==> config.mk <==
export PLATFORM = sky130hd
export DESIGN_NAME = pluto_spi_frame_flat
export DESIGN_NICKNAME = d
export VERILOG_FILES = /design/src/rtl/pluto_spi_frame_if.sv /design/src/rtl/pluto_spi_frame.sv /design/src/flat_wrapper.sv
export SDC_FILE = /design/constraint.sdc
export NUM_CORES = 1
export LEC_CHECK = 0
export BUFFER_PORTS_ARGS = -buffer_cell sky130_fd_sc_hd__buf_2
export CORE_AREA = 5 5 127 220
export CTS_BUF_LIST = sky130_fd_sc_hd__clkbuf_8 sky130_fd_sc_hd__clkbuf_16
export CTS_CLUSTER_SIZE = 14
export DETAILED_ROUTE_END_ITERATION = 8
export DIE_AREA = 0 0 132 225
export PLACE_DENSITY = 0.84
export SLEW_MARGIN = 15
export SYNTH_ARGS = -nofsm -noshare
export SYNTH_HDL_FRONTEND = slang
export SYNTH_SLANG_ARGS = --single-unit
export TNS_END_PERCENT = 50
==> constraint.sdc <==
create_clock -name clk -period 18.5 [get_ports clk]
set_input_delay 3.7 -clock clk [delete_from_list [all_inputs] [get_ports clk]]
set_output_delay 3.7 -clock clk [all_outputs]
set_load 0.02 [all_outputs]
==> src/rtl/pluto_spi_frame_if.sv <==
// Pin and system-side bundle for the Pluto SPI frame engine.
// The master modport is the SPI host plus fabric side; the slave modport is the frame engine.
interface pluto_spi_frame_if #(
  parameter int NCH = 4,
  parameter int DW  = 10
);
  logic              SCK;
  logic              SSEL;
  logic              MOSI;
  logic              MISO;
  logic [32*NCH-1:0] rd_data;
  logic [16*NCH-1:0] wr_data;
  logic [DW-1:0]     dout;
  logic              commit;
  logic              frame_err;
  logic              wdt_expired;

  modport master (
    output SCK, SSEL, MOSI, rd_data,
    input  MISO, wr_data, dout, commit, frame_err, wdt_expired
  );

  modport slave (
    input  SCK, SSEL, MOSI, rd_data,
    output MISO, wr_data, dout, commit, frame_err, wdt_expired
  );
endinterface

==> src/rtl/pluto_spi_frame.sv <==
// SPI mode-0 slave frame engine: snapshot readback at frame start, atomic command commit at frame end,
// watchdog forcing safe-zero outputs. Optional trailing checksum byte enabled by PLUTO_SPI_CHKSUM_EN.
module pluto_spi_frame #(
  parameter int NCH     = 4,
  parameter int DW      = 10,
  parameter int WDT_CYC = 400000
) (
  input logic            clk,
  input logic            rst,
  pluto_spi_frame_if.slave bus
);

  localparam int DB    = (DW + 7) / 8;
`ifdef PLUTO_SPI_CHKSUM_EN
  localparam int NB    = 2*NCH + DB + 1;
`else
  localparam int NB    = 2*NCH + DB;
`endif
  localparam int NSNAP = 4*NCH;
  localparam int WDT_W = $clog2(WDT_CYC + 1);
  localparam logic [WDT_W-1:0] WDT_LAST = WDT_W'(WDT_CYC - 1);
  localparam logic [5:0] NB_C    = 6'(NB);
  localparam logic [5:0] NSNAP_C = 6'(NSNAP);

  typedef enum logic [1:0] {
    ST_IDLE  = 2'd0,
    ST_SHIFT = 2'd1,
    ST_CLOSE = 2'd2
  } state_t;

  // XOR of every readback byte in a snapshot
  function automatic logic [7:0] snap_xor(input logic [32*NCH-1:0] v);
    logic [7:0] acc;
    acc = 8'h00;
    for (int i = 0; i < NSNAP; i++) begin
      acc = acc ^ v[8*i +: 8];
    end
    return acc;
  endfunction

  logic [2:0]        sck_sync_r;
  logic [2:0]        ssel_sync_r;
  logic [1:0]        mosi_sync_r;
  state_t            state_r;
  logic              start_pend_r;
  logic [32*NCH-1:0] snap_r;
  logic [7:0]        shadow_r [NB];
  logic [7:0]        rx_r;
  logic [7:0]        tx_r;
  logic [2:0]        bitcnt_r;
  logic [5:0]        bytecnt_r;
  logic              err_sticky_r;
  logic              wdt_expired_r;
  logic              commit_r;
  logic              frame_err_r;
  logic [16*NCH-1:0] wr_data_r;
  logic [DW-1:0]     dout_r;
  logic [WDT_W-1:0]  wdt_cnt_r;

  logic              sck_rise_s;
  logic              sck_fall_s;
  logic              start_s;
  logic              end_s;
  logic [7:0]        rx_next_s;
  logic [7:0]        status_s;
  logic [7:0]        tx_byte_s;
  logic              frame_ok_s;
  logic [16*NCH-1:0] wr_next_s;
  logic [DW-1:0]     dout_next_s;
`ifdef PLUTO_SPI_CHKSUM_EN
  logic [7:0]        payload_xor_s;
`endif

  // Pin synchronisers; SCK and SSEL get an extra stage so edges are judged on settled flops
  always_ff @(posedge clk or posedge rst) begin
    if (rst) begin
      sck_sync_r  <= 3'b000;
      ssel_sync_r <= 3'b000;
      mosi_sync_r <= 2'b00;
    end else begin
      sck_sync_r  <= {sck_sync_r[1:0], bus.SCK};
      ssel_sync_r <= {ssel_sync_r[1:0], bus.SSEL};
      mosi_sync_r <= {mosi_sync_r[0], bus.MOSI};
    end
  end

  // Edge events and byte assembly
  always_comb begin
    sck_rise_s = sck_sync_r[1] & ~sck_sync_r[2];
    sck_fall_s = ~sck_sync_r[1] & sck_sync_r[2];
    start_s    = ~ssel_sync_r[1] & ssel_sync_r[2];
    end_s      = ssel_sync_r[1] & ~ssel_sync_r[2];
    rx_next_s  = {rx_r[6:0], mosi_sync_r[1]};
    status_s   = {6'b000000, wdt_expired_r, err_sticky_r};
  end

  // Next MISO byte selected by the byte counter
  always_comb begin
    tx_byte_s = 8'h00;
    if (bytecnt_r < NSNAP_C) begin
      tx_byte_s = snap_r[{bytecnt_r, 3'b000} +: 8];
    end else if (bytecnt_r == NSNAP_C) begin
      tx_byte_s = status_s;
`ifdef PLUTO_SPI_CHKSUM_EN
    end else if (bytecnt_r == NSNAP_C + 6'd1) begin
      tx_byte_s = snap_xor(snap_r) ^ status_s;
`endif
    end else begin
      tx_byte_s = 8'h00;
    end
  end

  // Frame acceptance and the values a commit would publish
  always_comb begin
    frame_ok_s  = (bytecnt_r == NB_C) && (bitcnt_r == 3'd0);
`ifdef PLUTO_SPI_CHKSUM_EN
    payload_xor_s = 8'h00;
    for (int i = 0; i < NB - 1; i++) begin
      payload_xor_s = payload_xor_s ^ shadow_r[i];
    end
    frame_ok_s = frame_ok_s && (payload_xor_s == shadow_r[NB-1]);
`endif
    wr_next_s = {(16*NCH){1'b0}};
    for (int k = 0; k < NCH; k++) begin
      wr_next_s[16*k +: 16] = {shadow_r[2*k+1], shadow_r[2*k]};
    end
    dout_next_s = {DW{1'b0}};
    for (int i = 0; i < DW; i++) begin
      dout_next_s[i] = shadow_r[2*NCH + i/8][i%8];
    end
  end

  // Frame FSM, shift registers, commit/reject and watchdog; a commit overrides a same-cycle expiry
  always_ff @(posedge clk or posedge rst) begin
    if (rst) begin
      state_r       <= ST_IDLE;
      start_pend_r  <= 1'b0;
      snap_r        <= {(32*NCH){1'b0}};
      for (int i = 0; i < NB; i++) begin
        shadow_r[i] <= 8'h00;
      end
      rx_r          <= 8'h00;
      tx_r          <= 8'h00;
      bitcnt_r      <= 3'd0;
      bytecnt_r     <= 6'd0;
      err_sticky_r  <= 1'b0;
      wdt_expired_r <= 1'b0;
      commit_r      <= 1'b0;
      frame_err_r   <= 1'b0;
      wr_data_r     <= {(16*NCH){1'b0}};
      dout_r        <= {DW{1'b0}};
      wdt_cnt_r     <= {WDT_W{1'b0}};
    end else begin
      commit_r    <= 1'b0;
      frame_err_r <= 1'b0;

      if (wdt_cnt_r == WDT_LAST) begin
        wdt_expired_r <= 1'b1;
        wr_data_r     <= {(16*NCH){1'b0}};
        dout_r        <= {DW{1'b0}};
      end else begin
        wdt_cnt_r <= wdt_cnt_r + {{(WDT_W-1){1'b0}}, 1'b1};
      end

      case (state_r)
        ST_IDLE: begin
          if (start_s || start_pend_r) begin
            snap_r       <= bus.rd_data;
            tx_r         <= bus.rd_data[7:0];
            bitcnt_r     <= 3'd0;
            bytecnt_r    <= 6'd0;
            start_pend_r <= 1'b0;
            state_r      <= ST_SHIFT;
          end else begin
            state_r <= ST_IDLE;
          end
        end

        ST_SHIFT: begin
          if (end_s) begin
            state_r <= ST_CLOSE;
          end else if (sck_rise_s) begin
            rx_r     <= rx_next_s;
            bitcnt_r <= bitcnt_r + 3'd1;
            if (bitcnt_r == 3'd7) begin
              // Surplus bytes advance the counter but never land in the shadow
              for (int i = 0; i < NB; i++) begin
                if (bytecnt_r == 6'(i)) begin
                  shadow_r[i] <= rx_next_s;
                end
              end
              if (bytecnt_r != 6'd63) begin
                bytecnt_r <= bytecnt_r + 6'd1;
              end
            end
          end else if (sck_fall_s) begin
            if ((bitcnt_r == 3'd0) && (bytecnt_r != 6'd0)) begin
              tx_r <= tx_byte_s;
            end else begin
              tx_r <= {tx_r[6:0], 1'b0};
            end
          end else begin
            state_r <= ST_SHIFT;
          end
        end

        ST_CLOSE: begin
          start_pend_r <= start_s;
          state_r      <= ST_IDLE;
          if (frame_ok_s) begin
            wr_data_r     <= wr_next_s;
            dout_r        <= dout_next_s;
            commit_r      <= 1'b1;
            wdt_cnt_r     <= {WDT_W{1'b0}};
            wdt_expired_r <= 1'b0;
            err_sticky_r  <= 1'b0;
          end else begin
            frame_err_r  <= 1'b1;
            err_sticky_r <= 1'b1;
          end
        end

        default: begin
          state_r <= ST_IDLE;
        end
      endcase
    end
  end

  assign bus.MISO        = tx_r[7];
  assign bus.wr_data     = wr_data_r;
  assign bus.dout        = dout_r;
  assign bus.commit      = commit_r;
  assign bus.frame_err   = frame_err_r;
  assign bus.wdt_expired = wdt_expired_r;

endmodule

==> src/flat_wrapper.sv <==
// flat-port wrapper written by rule: the top's interface ports become plain ports
module pluto_spi_frame_flat 
#(
  parameter int NCH     = 4,
  parameter int DW      = 10,
  parameter int WDT_CYC = 400000
)
  (clk, rst, bus_SCK, bus_SSEL, bus_MOSI, bus_rd_data, bus_MISO, bus_wr_data, bus_dout, bus_commit, bus_frame_err, bus_wdt_expired);
  pluto_spi_frame_if #(.NCH(NCH), .DW(DW)) bus_i ();
  input logic clk;
  input logic rst;
  input wire logic [$bits(bus_i.SCK)-1:0] bus_SCK;
  input wire logic [$bits(bus_i.SSEL)-1:0] bus_SSEL;
  input wire logic [$bits(bus_i.MOSI)-1:0] bus_MOSI;
  input wire logic [$bits(bus_i.rd_data)-1:0] bus_rd_data;
  output wire logic [$bits(bus_i.MISO)-1:0] bus_MISO;
  output wire logic [$bits(bus_i.wr_data)-1:0] bus_wr_data;
  output wire logic [$bits(bus_i.dout)-1:0] bus_dout;
  output wire logic [$bits(bus_i.commit)-1:0] bus_commit;
  output wire logic [$bits(bus_i.frame_err)-1:0] bus_frame_err;
  output wire logic [$bits(bus_i.wdt_expired)-1:0] bus_wdt_expired;
  assign bus_i.SCK = bus_SCK;
  assign bus_i.SSEL = bus_SSEL;
  assign bus_i.MOSI = bus_MOSI;
  assign bus_i.rd_data = bus_rd_data;
  assign bus_MISO = bus_i.MISO;
  assign bus_wr_data = bus_i.wr_data;
  assign bus_dout = bus_i.dout;
  assign bus_commit = bus_i.commit;
  assign bus_frame_err = bus_i.frame_err;
  assign bus_wdt_expired = bus_i.wdt_expired;
  pluto_spi_frame #(.NCH(NCH), .DW(DW), .WDT_CYC(WDT_CYC)) u_core (.clk(clk), .rst(rst), .bus(bus_i));
endmodule
==> run summary <==
Status = complete, no violations
Core ar. = 25,900 µm²
Initial core utilization = 54.3%
Final WS setup = 13.63 ns
Number of synthesized flops with an enable pin = 0
Starting DRC count in detailed routing = 868
Sequential area share after synthesis = 59.6%
Fin nets = 1,557
WHS Path Cells = 0
Crit path buf inv count = 1
Pre-CTS setup slack = 12.94 ns
Hold_sp = u_core.mosi_sync_r[0]
Slew Viols, Final = 0
Critical Path Fanout Max = 3
Slew @ Worst Pin = 1.08 ns
Post-synthesis register bit count = 334
DRC errors left = 0
Synth Warn # = 0
CP max-delay cell = dfrtp_1
Max incr delay on CP = 0.39 ns
Fin. Hold Viols = 0
Fillcell total = 1,940
Routed WL = 33,500 µm
CTS Hold Bufs = 0
Fmax = 205 MHz
Num ports = 211
Ratio of cells with drive above 1 in the final layout = 27.2%
Design Area, Final = 16,200 µm²
Clock slew at reported path FFs = 0.07 ns
Slew Limit Headroom = 28.3%
Synthesized area = 14,000 µm²
HP Class = flop to flop
Clock Skews = 0.0233 ns
First-pass GRT wire length = 53,500 µm
Post-route ant nets = 0
Net Sw Power = 451 µW
Vias = 10,000
Critical path class = flop to output pin
CP Capture Type = output pin
FF-to-FF End = u_core.bus.wr_data[26]
Crit share post-route = 26.3%
Commonest non-fill, non-tap cell in the layout = nand2_1
CTS resizes = 0
FP Rows = 78
Setup TNS = 0 ns
Aggregate global routing overflow = 0
Die area = 29,700 µm²
DR WL/cell = 19.1 µm
Sequential share of power = 51.8%
Post-layout util = 62.7%
Static leakage = 8.46 nW
Critical-path cell list = buf_2
Reg2reg start = u_core.bytecnt_r[2]
Total placed instance area = 15,200 µm²
Clock power frac = 36.2%
Die X = 132 µm
Logic pwr share = 12.0%
Syn Area/Cell = 11.3 µm²
R2R Setup Slk = 15.19 ns
Final Setup Violations = 0
Clock Path Buffers = 3
Hold Path End = u_core.mosi_sync_r[1]
Synth Instances = 1,245
Final Wtd Congestion = 0.925
Unrepaired setup endpoints after global routing = no
Largest net degree at the start of global routing = 194
Vias in the first global route = 10,400
Asr flop ratio synth = 100%
Syn nets = 1,386
Startpoint Class = flop
Root Buffer = clkbuf_16
Worst EP arrival = 1.17 ns
TritonCTS Sinks = 334
Pint = 1.27 mW
Final HPWL DP = 22,400 µm
Via density = 5.71
Max-cap viol count = 0
Cells on worst reg2reg path = 6
Post CTS Setup Buffer Count = 0
Post-layout min period = 4.87 ns
Most frequent cells in the layout = nand2_1, dfrtp_1, buf_2
Cell Pwr Density = 106 nW/µm²
Detailed-router iteration count before antenna repair = 5
Main synth FF type = dfrtp_1
Worst EP required = 14.80 ns
Die height = 225 µm
Total Routing Usage GR = 22.2%
Initial antenna violation count = 1
Yosys cell types = 54
TritonCTS Buffers = 30
Area growth from synthesis to layout = 15.6%
IO Port Bufs = 210
CTS tree = built
VDD IR max = 0.0857 mV
Critical path's top delay family = flip-flops
H-tree levels = 1
Sw Ratio = 26.2%
Clk Latency, worst-skew pair = 0.57 ns
## synth_stat cells (2+ instances only)
master     instances  area [µm²]
ha_1               8         100
and3_1             5        31.3
o31ai_1            6        45.0
nand2_2            6        37.5
buf_2             18        90.1
mux4_2            32         721
inv_1              9        33.8
mux2_2            75         845
nand2_1          432        1620
o2111ai_1          5        43.8
a31oi_1            2        12.5
buf_4              6        45.0
a221oi_1           7        61.3
xnor2_1            7        61.3
nor2_1            46         173
nor2b_1            8        50.1
nand4_1            4        25.0
buf_6              2        22.5
buf_1              4        15.0
a22o_1            84         736
a21oi_1            3        15.0
nand3_1           14        70.1
nand2b_1           2        12.5
xor2_1            11        96.3
or3_1              2        12.5
or4b_1             2        20.0
and2_1             3        18.8
o21ai_0           17        85.1
mux2i_1           11         110
clkbuf_1          47         176
dfrtp_1          334        8360
nor3_1             8        40.0
nor4_1             4        25.0
## metal layers
layer,share of wire (%),wire [µm],global-route usage (%)
met5,0,0,0
met4,4.9,1640,11.3
met3,5.4,1820,2.99
met2,53,17800,40.2
met1,37,12300,25.6
## cell families (layout without fill, tap and decap cells)
kind of cell | count (synthesis) | after routing | share of synthesized area [%]
other cells | 0 | 1 | 0
compound gates | 133 | 133 | 7.77
fa+ha+maj | 8 | 8 | 0.713
flops | 334 | 334 | 59.6
mux | 119 | 119 | 12.0
xor+xnor | 18 | 18 | 1.12
buf+inv | 87 | 278 | 2.76
simple gates | 546 | 546 | 16.0
## power by group through the flow
stage | clock network, mW | logic (mW) | registers (mW)
finish | 0.622 | 0.205 | 0.890
global route | 0.663 | 0.233 | 0.899
CTS | 0.632 | 0.209 | 0.888
detailed placement | 0 | 0.207 | 0.901
global placement | 0 | 0.199 | 0.892
floorplan | 0 | 0.155 | 0.870
## registers in the layout, summed over array words and instances, names as in the netlist
name and count:
u_core.sck_sync_r 3, u_core.ssel_sync_r 3, u_core.shadow_r 64, u_core.err_sticky_r 1, u_core.bus.dout 10, u_core.bus.commit 1
u_core.bus.frame_err 1, u_core.bitcnt_r 3, u_core.start_pend_r 1, u_core.tx_r 8, u_core.rx_r 7, u_core.wdt_cnt_r 19
u_core.mosi_sync_r 2, u_core.bytecnt_r 6, u_core.state_r 2, u_core.bus.wr_data 64, u_core.snap_r 128, u_core.dout_next_s 10
u_core.bus.wdt_expired 1
## worst max path at each step
stage                            from                   to  slack [ns]  depth (start not counted)
6_report       u_core.bus.wdt_expired      bus_wdt_expired       13.63                          1
5_1_grt                           rst  u_core.bytecnt_r[0]       13.28                          3
4_1_cts                           rst  u_core.bytecnt_r[1]       13.51                          3
3_5_place_dp                      rst  u_core.bytecnt_r[1]       12.94                          3
3_3_place_gp                      rst  u_core.bytecnt_r[0]       12.98                          3
2_1_floorplan                     rst   u_core.bitcnt_r[0]        5.55                          1
## cell type report
type	instances	area, µm²	share of cell area [%]
antenna	1	2.50	0.0154
clock buffer	38	872	5.38
clock inverter	14	113	0.694
inverter	10	46.3	0.285
multi-input combinational	824	5320	32.8
sequential	334	8360	51.5
tap	320	400	2.47
timing repair buffer	216	1110	6.83
## through the flow
step | hold slack, ns | instances | total power [mW]
2_1_floorplan | 0.331 | 1245 | 1.03
3_3_place_gp | 0.333 | 1704 | 1.09
3_5_place_dp | 0.348 | 1704 | 1.11
4_1_cts | 0.370 | 1756 | 1.73
5_1_grt | 0.372 | 1757 | 1.80
6_report | 0.368 | 1757 | 1.72
No activity file was read; power rests on OpenSTA's default activity.
